===== config.mk =====
export PLATFORM = sky130hd
export DESIGN_NAME = uart_rx_core
export DESIGN_NICKNAME = d
export VERILOG_FILES = /design/src/rtl/uart_rx_core.sv
export SDC_FILE = /design/constraint.sdc
export NUM_CORES = 1
export LEC_CHECK = 0
export CAP_MARGIN = 20
export CORE_AREA = 2 2 86 88
export CTS_CLUSTER_SIZE = 16
export DETAILED_ROUTE_END_ITERATION = 6
export DIE_AREA = 0 0 88 90
export PLACE_DENSITY_LB_ADDON = 0.25
export SETUP_SLACK_MARGIN = 0.1
export SLEW_MARGIN = 10
export SYNTH_ARGS = -nofsm -noshare
export SYNTH_HDL_FRONTEND = slang
export SYNTH_SLANG_ARGS = --single-unit
export TNS_END_PERCENT = 100

===== constraint.sdc =====
create_clock -name UCLK -period 6.3 [get_ports UCLK]
set_input_delay 0.63 -clock UCLK [delete_from_list [all_inputs] [get_ports UCLK]]
set_output_delay 0.63 -clock UCLK [all_outputs]
set_load 0.03 [all_outputs]

===== src/rtl/uart_rx_core.sv =====
// uart_rx_core: 16x-oversampled UART receiver with 3-sample majority vote and a one-word holding register.
// Latency: rx_empty falls on the UCLK edge after the final stop-bit sample tick.
// Backpressure: none on the line; a frame completing while the holding register is full is dropped and flags overrun_err.
//
// Ports: UCLK receive clock; reset_n async active-low reset; rx async serial input (idle high);
//   rd_uart pops the holding register and acknowledges the sticky error flags;
//   R_data/rx_empty holding register; frame_err/overrun_err sticky status; rx_busy frame in progress.
// Build option: define UART_RX_PARITY_EN to add an even-parity bit and the parity_err port.
module uart_rx_core #(
  parameter int DATA_WIDTH = 8,
  parameter int DIVISOR    = 54,
  parameter int OVERSAMPLE = 16
) (
  input  logic                  UCLK,
  input  logic                  reset_n,
  input  logic                  rx,
  input  logic                  rd_uart,
  output logic [DATA_WIDTH-1:0] R_data,
  output logic                  rx_empty,
  output logic                  frame_err,
  output logic                  overrun_err,
`ifdef UART_RX_PARITY_EN
  output logic                  parity_err,
`endif
  output logic                  rx_busy
);

  localparam int SW = $clog2(OVERSAMPLE);
  localparam int NW = $clog2(DATA_WIDTH + 1);
  localparam int TW = (DIVISOR > 1) ? $clog2(DIVISOR) : 1;

  localparam logic [SW-1:0] S_HALF = SW'(OVERSAMPLE / 2 - 1);
  localparam logic [SW-1:0] S_SMP0 = SW'(OVERSAMPLE - 3);
  localparam logic [SW-1:0] S_SMP1 = SW'(OVERSAMPLE - 2);
  localparam logic [SW-1:0] S_LAST = SW'(OVERSAMPLE - 1);
  localparam logic [NW-1:0] N_LAST = NW'(DATA_WIDTH - 1);
  localparam logic [TW-1:0] T_LAST = TW'(DIVISOR - 1);

`ifdef UART_RX_PARITY_EN
  typedef enum logic [2:0] {S_IDLE, S_START, S_DATA, S_PARITY, S_STOP} state_t;
`else
  typedef enum logic [2:0] {S_IDLE, S_START, S_DATA, S_STOP} state_t;
`endif

  state_t                state;
  logic                  rx_meta, rx_sync;
  logic [TW-1:0]         tick_cnt;
  logic                  tick;
  logic [SW-1:0]         s_cnt;
  logic [NW-1:0]         n_cnt;
  logic [1:0]            smp;
  logic                  maj;
  logic                  brk;
  logic [DATA_WIDTH-1:0] shreg;
`ifdef UART_RX_PARITY_EN
  logic                  par_bit;
`endif

  // Two-flop synchronizer; resets to the idle line level so reset never looks like a start bit.
  always_ff @(posedge UCLK or negedge reset_n) begin
    if (!reset_n) begin
      rx_meta <= 1'b1;
      rx_sync <= 1'b1;
    end else begin
      rx_meta <= rx;
      rx_sync <= rx_meta;
    end
  end

  always_ff @(posedge UCLK or negedge reset_n) begin
    if (!reset_n)                tick_cnt <= '0;
    else if (tick_cnt == T_LAST) tick_cnt <= '0;
    else                         tick_cnt <= tick_cnt + TW'(1);
  end

  assign tick = (tick_cnt == T_LAST);

  // Third vote is the live sample taken on the closing tick of the bit.
  assign maj = (smp[1] & smp[0]) | (smp[1] & rx_sync) | (smp[0] & rx_sync);

  always_ff @(posedge UCLK or negedge reset_n) begin
    if (!reset_n) begin
      state       <= S_IDLE;
      s_cnt       <= '0;
      n_cnt       <= '0;
      smp         <= '0;
      brk         <= 1'b0;
      shreg       <= '0;
      R_data      <= '0;
      rx_empty    <= 1'b1;
      frame_err   <= 1'b0;
      overrun_err <= 1'b0;
      rx_busy     <= 1'b0;
`ifdef UART_RX_PARITY_EN
      par_bit     <= 1'b0;
      parity_err  <= 1'b0;
`endif
    end else begin
      // Any read acknowledges the error flags; only a non-empty register is popped.
      // Frame completion below is written later so a same-cycle load wins.
      if (rd_uart) begin
        frame_err   <= 1'b0;
        overrun_err <= 1'b0;
`ifdef UART_RX_PARITY_EN
        parity_err  <= 1'b0;
`endif
        if (!rx_empty) rx_empty <= 1'b1;
      end

      case (state)
        S_IDLE: begin
          if (!rx_sync) begin
            state   <= S_START;
            s_cnt   <= '0;
            rx_busy <= 1'b1;
          end
        end

        S_START: begin
          if (tick) begin
            if (s_cnt == S_HALF) begin
              s_cnt <= '0;
              if (!rx_sync) begin
                state <= S_DATA;
                n_cnt <= '0;
              end else begin
                state   <= S_IDLE;
                rx_busy <= 1'b0;
              end
            end else begin
              s_cnt <= s_cnt + SW'(1);
            end
          end
        end

        S_DATA: begin
          if (tick) begin
            if (s_cnt == S_SMP0) smp[1] <= rx_sync;
            if (s_cnt == S_SMP1) smp[0] <= rx_sync;
            if (s_cnt == S_LAST) begin
              shreg <= {maj, shreg[DATA_WIDTH-1:1]};
              s_cnt <= '0;
              n_cnt <= n_cnt + NW'(1);
              if (n_cnt == N_LAST) begin
`ifdef UART_RX_PARITY_EN
                state <= S_PARITY;
`else
                state <= S_STOP;
`endif
              end
            end else begin
              s_cnt <= s_cnt + SW'(1);
            end
          end
        end

`ifdef UART_RX_PARITY_EN
        S_PARITY: begin
          if (tick) begin
            if (s_cnt == S_SMP0) smp[1] <= rx_sync;
            if (s_cnt == S_SMP1) smp[0] <= rx_sync;
            if (s_cnt == S_LAST) begin
              par_bit <= maj;
              s_cnt   <= '0;
              state   <= S_STOP;
            end else begin
              s_cnt <= s_cnt + SW'(1);
            end
          end
        end
`endif

        S_STOP: begin
          if (brk) begin
            // Break: wait for the line to return high so a held-low line is not read as a new start.
            if (rx_sync) begin
              brk     <= 1'b0;
              state   <= S_IDLE;
              rx_busy <= 1'b0;
            end
          end else if (tick) begin
            if (s_cnt == S_SMP0) smp[1] <= rx_sync;
            if (s_cnt == S_SMP1) smp[0] <= rx_sync;
            if (s_cnt == S_LAST) begin
              s_cnt <= '0;
              if (maj) begin
                state   <= S_IDLE;
                rx_busy <= 1'b0;
                if (rx_empty || rd_uart) begin
                  R_data   <= shreg;
                  rx_empty <= 1'b0;
`ifdef UART_RX_PARITY_EN
                  if ((^shreg) != par_bit) parity_err <= 1'b1;
`endif
                end else begin
                  overrun_err <= 1'b1;
                end
              end else begin
                frame_err <= 1'b1;
                brk       <= 1'b1;
              end
            end else begin
              s_cnt <= s_cnt + SW'(1);
            end
          end
        end

        default: begin
          state   <= S_IDLE;
          rx_busy <= 1'b0;
        end
      endcase
    end
  end

endmodule


# After elaboration in Yosys (flattened, before gate mapping)
# Cells that the tools add are included.
[word_totals]
in_bits = 4
register_bits = 42
out_inout_bits = 12
[op_classes]
eq_ne = 21
mux = 65
addsub = 3
n_reduce_logical = 12
bitwise = 7
[op_table]
columns = ["op", "n"]
rows = [
  ["$mux 4", 10],
  ["$mux 1", 35],
  ["$mux 3", 11],
  ["$ne 2x2->1 const B", 8],
  ["$pmux 4 s4", 1],
  ["$eq 4x4->1 const B", 3],
  ["$ne 3x3->1 const B", 4],
  ["$pmux 3 s4", 1],
  ["$reduce_and 6->1", 2],
  ["$reduce_and 10->1", 1],
  ["$add 4x1->4 const B", 2],
  ["$eq 4x3->1 const B", 2],
  ["$pmux 4 s2", 1],
  ["$reduce_and 7->1", 1],
  ["$add 6x1->6 const B", 1],
  ["$eq 3x2->1 const B", 2],
  ["$eq 6x6->1 const B", 1],
  ["$mux 2", 3],
  ["$mux 6", 1],
  ["$pmux 1 s4", 1],
  ["$pmux 2 s2", 1],
  ["$reduce_and 4->1", 1],
  ["$reduce_bool 2->1", 2],
  ["$reduce_bool 4->1", 1],
  ["8 further kinds", 12],
]

# Longest topological paths before layout
[depth]
depth_word = 8
ltp_mapped = 8
mapped_depth_nobuf = 7

# Least setup slack after synthesis
# No wires, ideal clock.
[synth_path]
kind = "register to register"
from = "reg tick_cnt[1]"
to = "reg R_data[0]"
setup_slack_ns = 4.244
arrival_ns = 1.931
period_less_slack_ns = 2.056
path_buffers = 1
setup_ns = 0.125
required_ns = 6.175
path_stages_with_launch = 9
cell_sequence = "dfrtp_1 -> inv_1 -> ha_1 -> nand4_4 -> nor3_4 -> nand2_1 -> or3_1 -> buf_6 -> mux2_4"
[synth_between]
elab_chain_cells = 2
[synth_lines]
columns = ["element", "line_no", "source"]
rows = [
  ["start, declared", "47", "logic [TW-1:0] tick_cnt;"],
  ["start signal, assigned", "73", "else tick_cnt <= tick_cnt + TW'(1);"],
  ["$eq 6x6->1", "76", "assign tick = (tick_cnt == T_LAST);"],
  ["$reduce_and 6->1 (no line)", "n/a", ""],
  ["end signal, assigned", "190", "R_data <= shreg;"],
  ["end, declared", "18", "output logic [DATA_WIDTH-1:0] R_data,"],
]
# No other way between the ends.
# A chain may end at the register's enable or synchronous reset.

# Worst setup path in the final report
[layout_path]
from = "reg s_cnt[0]"
to = "reg R_data[1]"
[layout_between]
elab_chain_cells = 2
[layout_lines]
columns = ["element", "line_no", "source"]
rows = [
  ["start, declared", "49", "logic [SW-1:0] s_cnt;"],
  ["start signal, assigned", "131", "s_cnt <= s_cnt + SW'(1);"],
  ["start signal, assigned", "152", "s_cnt <= s_cnt + SW'(1);"],
  ["start signal, assigned", "203", "s_cnt <= s_cnt + SW'(1);"],
  ["$eq 4x4->1", "184", "if (s_cnt == S_LAST) begin"],
  ["$reduce_and 6->1 (no line)", "n/a", ""],
]
# No other way between the ends.

==> impl_metrics.csv <==
group,metric,value,unit
detailed_routing,drt-total-wl,3.62,mm
layout,num-nets-final,218,
cts,clk_path_buf_depth,2,
sta,report.final.slew_viol_count,0,
place,post_place_worst_slack,3.93,ns
sta,post-route-period-util,37.9,%
floorplan,design.die.area,7920,um2
setup_path,cp_endpoint_kind,"flop",
cts,cts_made_buffers,5,
sta,finalWorstPathRequiredPeriod,2.39,ns
cts,clk_pin_slew,0.08,ns
setup_path,worst-endpoint-arrival,2.57,ns
layout,drive_above_1_share,17.6,%
yosys,seq_cells_post_synth,41,
layout,antenna_cells,0,
yosys,synth-main-ff-cell,"sky130_fd_sc_hd__dfrtp_1",
sta,finClkSkew,0.00620,ns
floorplan,floorplan.core_area,7020,um2
floorplan,floorplan.initialDensity,29.3,%
sta,layout_setup_ws,3.91,ns
cts,worst_skew_pair.late_latency,0.29,ns
power_and_ir_drop,power.static_leakage,0.00106,uW
power_and_ir_drop,powerDensity,204,nW/um2
cts,cts.repair.resized,0,
layout,multiInputGateArea,972,um2
floorplan,fp-row-count,31,
setup_path,critPathKind,"flop to flop",
yosys,synthesis.area_per_instance,11.1,um2
layout,seq_area,1030,um2
cts,cts_hold_repair.buffers,0,
sta,timing.max_slew.rel_slack,40.2,%
setup_path,startpoint_type,"flop",
cts,postCtsSetupRepairBufs,0,
global_routing,vias_in_the_first_global_route,1296,
yosys,synth_edf_count,0,
place,detailed_place_hpwl,2.59,mm
detailed_routing,drc_violations,0,
cts,cts_max_level,2,
yosys,yosysSeqAreaShare,50.0,%
floorplan,ios,16,
yosys,synth_cells,186,
floorplan,die_height,90,um
sta,setup_violations,0,
power_and_ir_drop,vdd_ir_drop_max,0.0981,mV
yosys,asyncSetResetFlopFracSynth,100,%
global_routing,antenna_found_initial,0,
run_status,outcome,"finished clean",
setup_path,worstPathMaxFanout,8,
yosys,yosys_warnings,0,
hold_path,hp-class,"flop to flop",
sta,finalHoldViolCount,0,
detailed_routing,dr.first_iter.drc_count,41,
detailed_routing,number_of_vias_in_the_routed_layout,1389,
place,io_buffers,15,
flow_run,cap_violations,0,
yosys,yosys.cell_types.count,38,
layout,area_growth_syn_to_layout,17.8,%
detailed_routing,drt-vias-per-instance,4.57,
cts,cts_tree,"yes",
floorplan,die_width,88,um
yosys,netlist_area,2060,um2
cts,cts-root-buf,"sky130_fd_sc_hd__clkbuf_8",
layout,n_fill_cell,723,
global_routing,globalRoute.totalOverflow,0,
yosys,synth_fp_nets,200,
detailed_routing,drtPass1Iterations,4,
setup_path,worst_ep_required_time,6.48,ns
global_routing,global_route_wire_length_before_repair,6.20,mm
sta,tightest_slew,0.897,ns
detailed_routing,dr_wl_cell,11.9,um
global_routing,grt_max_degree,42,
global_routing,grtUsageTotal,9.95,%
place,gp_congestion,0.689,
sta,highest_clock_rate,0.418,GHz
sta,grt_setup_unrepaired,"false",
sta,setup_tns,0,ns
detailed_routing,antenna_left,0,
cts,clock_sinks,41,
## worst max-delay path, stage by stage (launching register included)
cell	delay, ns
sky130_fd_sc_hd__dfrtp_1	0.43
sky130_fd_sc_hd__ha_1	0.29
sky130_fd_sc_hd__nand3_1	0.20
sky130_fd_sc_hd__nor3_4	0.29
sky130_fd_sc_hd__nand2_1	0.11
sky130_fd_sc_hd__or3_1	0.59
sky130_fd_sc_hd__mux2_4	0.37
## sequential cells by signal (all words and copies together) (netlist names)
signal / flops
brk: 1
R_data: 8
smp: 2
overrun_err: 1
rx_sync: 1
frame_err: 1
n_cnt: 4
s_cnt: 4
tick_cnt: 6
rx_meta: 1
rx_empty: 1
rx_busy: 1
state: 2
shreg: 8
## report_power, final
group	internal (uW)	total, uW	leakage [uW]	switching, uW
registers	264	265	0.000538	0.890
logic	1.94	7.62	0.000469	5.68
clock network	129	222	0.0000574	92.9
## area by class of cell
cell class,instances,area share [%]
clock buffer,6,3.41
multi-input combinational,132,40.1
inverter,9,1.39
timing repair buffer,15,5.99
sequential,41,42.5
tap,99,5.11
clock inverter,2,1.55
## cell usage after synthesis, types with 3 or more instances
master | instances | area (um2)
sky130_fd_sc_hd__a21oi_1 | 4 | 20.0
sky130_fd_sc_hd__a31oi_1 | 4 | 25.0
sky130_fd_sc_hd__mux2_4 | 8 | 120
sky130_fd_sc_hd__inv_1 | 9 | 33.8
sky130_fd_sc_hd__dfrtp_1 | 38 | 951
sky130_fd_sc_hd__or3_1 | 3 | 18.8
sky130_fd_sc_hd__or2_2 | 3 | 18.8
sky130_fd_sc_hd__nand3_1 | 5 | 25.0
sky130_fd_sc_hd__nand3b_1 | 4 | 30.0
sky130_fd_sc_hd__nor3_1 | 5 | 25.0
sky130_fd_sc_hd__dfstp_2 | 3 | 78.8
sky130_fd_sc_hd__o21ai_0 | 8 | 40.0
sky130_fd_sc_hd__mux2_2 | 10 | 113
sky130_fd_sc_hd__nand2b_1 | 5 | 31.3
sky130_fd_sc_hd__ha_1 | 10 | 125
sky130_fd_sc_hd__nand2_1 | 18 | 67.6
sky130_fd_sc_hd__o22ai_1 | 4 | 25.0
sky130_fd_sc_hd__clkbuf_1 | 3 | 11.3
sky130_fd_sc_hd__nor2_1 | 15 | 56.3
sky130_fd_sc_hd__xor2_1 | 3 | 26.3
## cells by family (layout without fill, tap and decap cells)
logic type	count (synthesis)	after routing	share of synthesized area, %
adders and majority gates	11	11	6.57
AOI/OAI and AO/OA	32	32	10.2
DFF	41	41	50.0
and+or+nand+nor	67	67	17.5
buffers and inverters	13	32	2.74
xor gates and xnor gates	4	4	1.70
muxes	18	18	11.3
## routing by layer
metal  share of wire (%)  wire (um)  GRT usage (%)  vias to the layer above
li1                    -          -              -                      694
met1                  52       1870           14.6                      670
met2                  43       1560           14.0                       23
met3                 4.5        163           2.85                        2
met4                0.58         21           3.08                        0
met5                   0          0              0                        -
## through the flow
step           util (%)  instances  instance area, um2  power [uW]  hold WS (ns)
2_1_floorplan         -        186                2060         271         0.334
4_1_cts            34.5        304                2420         505         0.361
3_5_place_dp       32.8        296                2300         279         0.348
6_report           34.5        304                2420         494         0.358
5_1_grt            34.5        304                2420         517         0.366
3_3_place_gp       32.8        296                2300         279         0.346
## worst paths after layout
path | endpoint | slack [ns] | start | depth (start not counted)
setup / recovery | R_data[1]$_DFFE_PN0P_ | 3.91 | s_cnt[0]$_DFFE_PN0P_ | 6
hold / removal | rx_sync$_DFF_PN1_ | 0.36 | rx_meta$_DFF_PN1_ | 0
setup reg to reg | R_data[1]$_DFFE_PN0P_ | 3.91 | s_cnt[0]$_DFFE_PN0P_ | 6
hold reg to reg | rx_sync$_DFF_PN1_ | 0.36 | rx_meta$_DFF_PN1_ | 0
max in group asynchronous | s_cnt[0]$_DFFE_PN0P_ | 5.28 | reset_n | 1
min in group asynchronous | R_data[1]$_DFFE_PN0P_ | 0.46 | reset_n | 1
## cell usage in the layout, fill, tap and decap left out, types with 3 or more instances in the layout
| master | n |
|---|---|
| sky130_fd_sc_hd__nor2_1 | 15 |
| sky130_fd_sc_hd__nand2b_1 | 5 |
| sky130_fd_sc_hd__o22ai_1 | 4 |
| sky130_fd_sc_hd__mux2_2 | 10 |
| sky130_fd_sc_hd__nand3b_1 | 4 |
| sky130_fd_sc_hd__xor2_1 | 3 |
| sky130_fd_sc_hd__clkbuf_8 | 6 |
| sky130_fd_sc_hd__or2_2 | 3 |
| sky130_fd_sc_hd__nand3_1 | 5 |
| sky130_fd_sc_hd__a31oi_1 | 4 |
| sky130_fd_sc_hd__a21oi_1 | 4 |
| sky130_fd_sc_hd__dfstp_2 | 3 |
| sky130_fd_sc_hd__o21ai_0 | 8 |
| sky130_fd_sc_hd__mux2_4 | 8 |
| sky130_fd_sc_hd__or3_1 | 3 |
| sky130_fd_sc_hd__nor3_1 | 5 |
| sky130_fd_sc_hd__inv_1 | 9 |
| sky130_fd_sc_hd__dfrtp_1 | 38 |
| sky130_fd_sc_hd__nand2_1 | 18 |
| sky130_fd_sc_hd__ha_1 | 10 |
| sky130_fd_sc_hd__clkdlybuf4s50_1 | 14 |
Power figures use the tool's default switching activity.
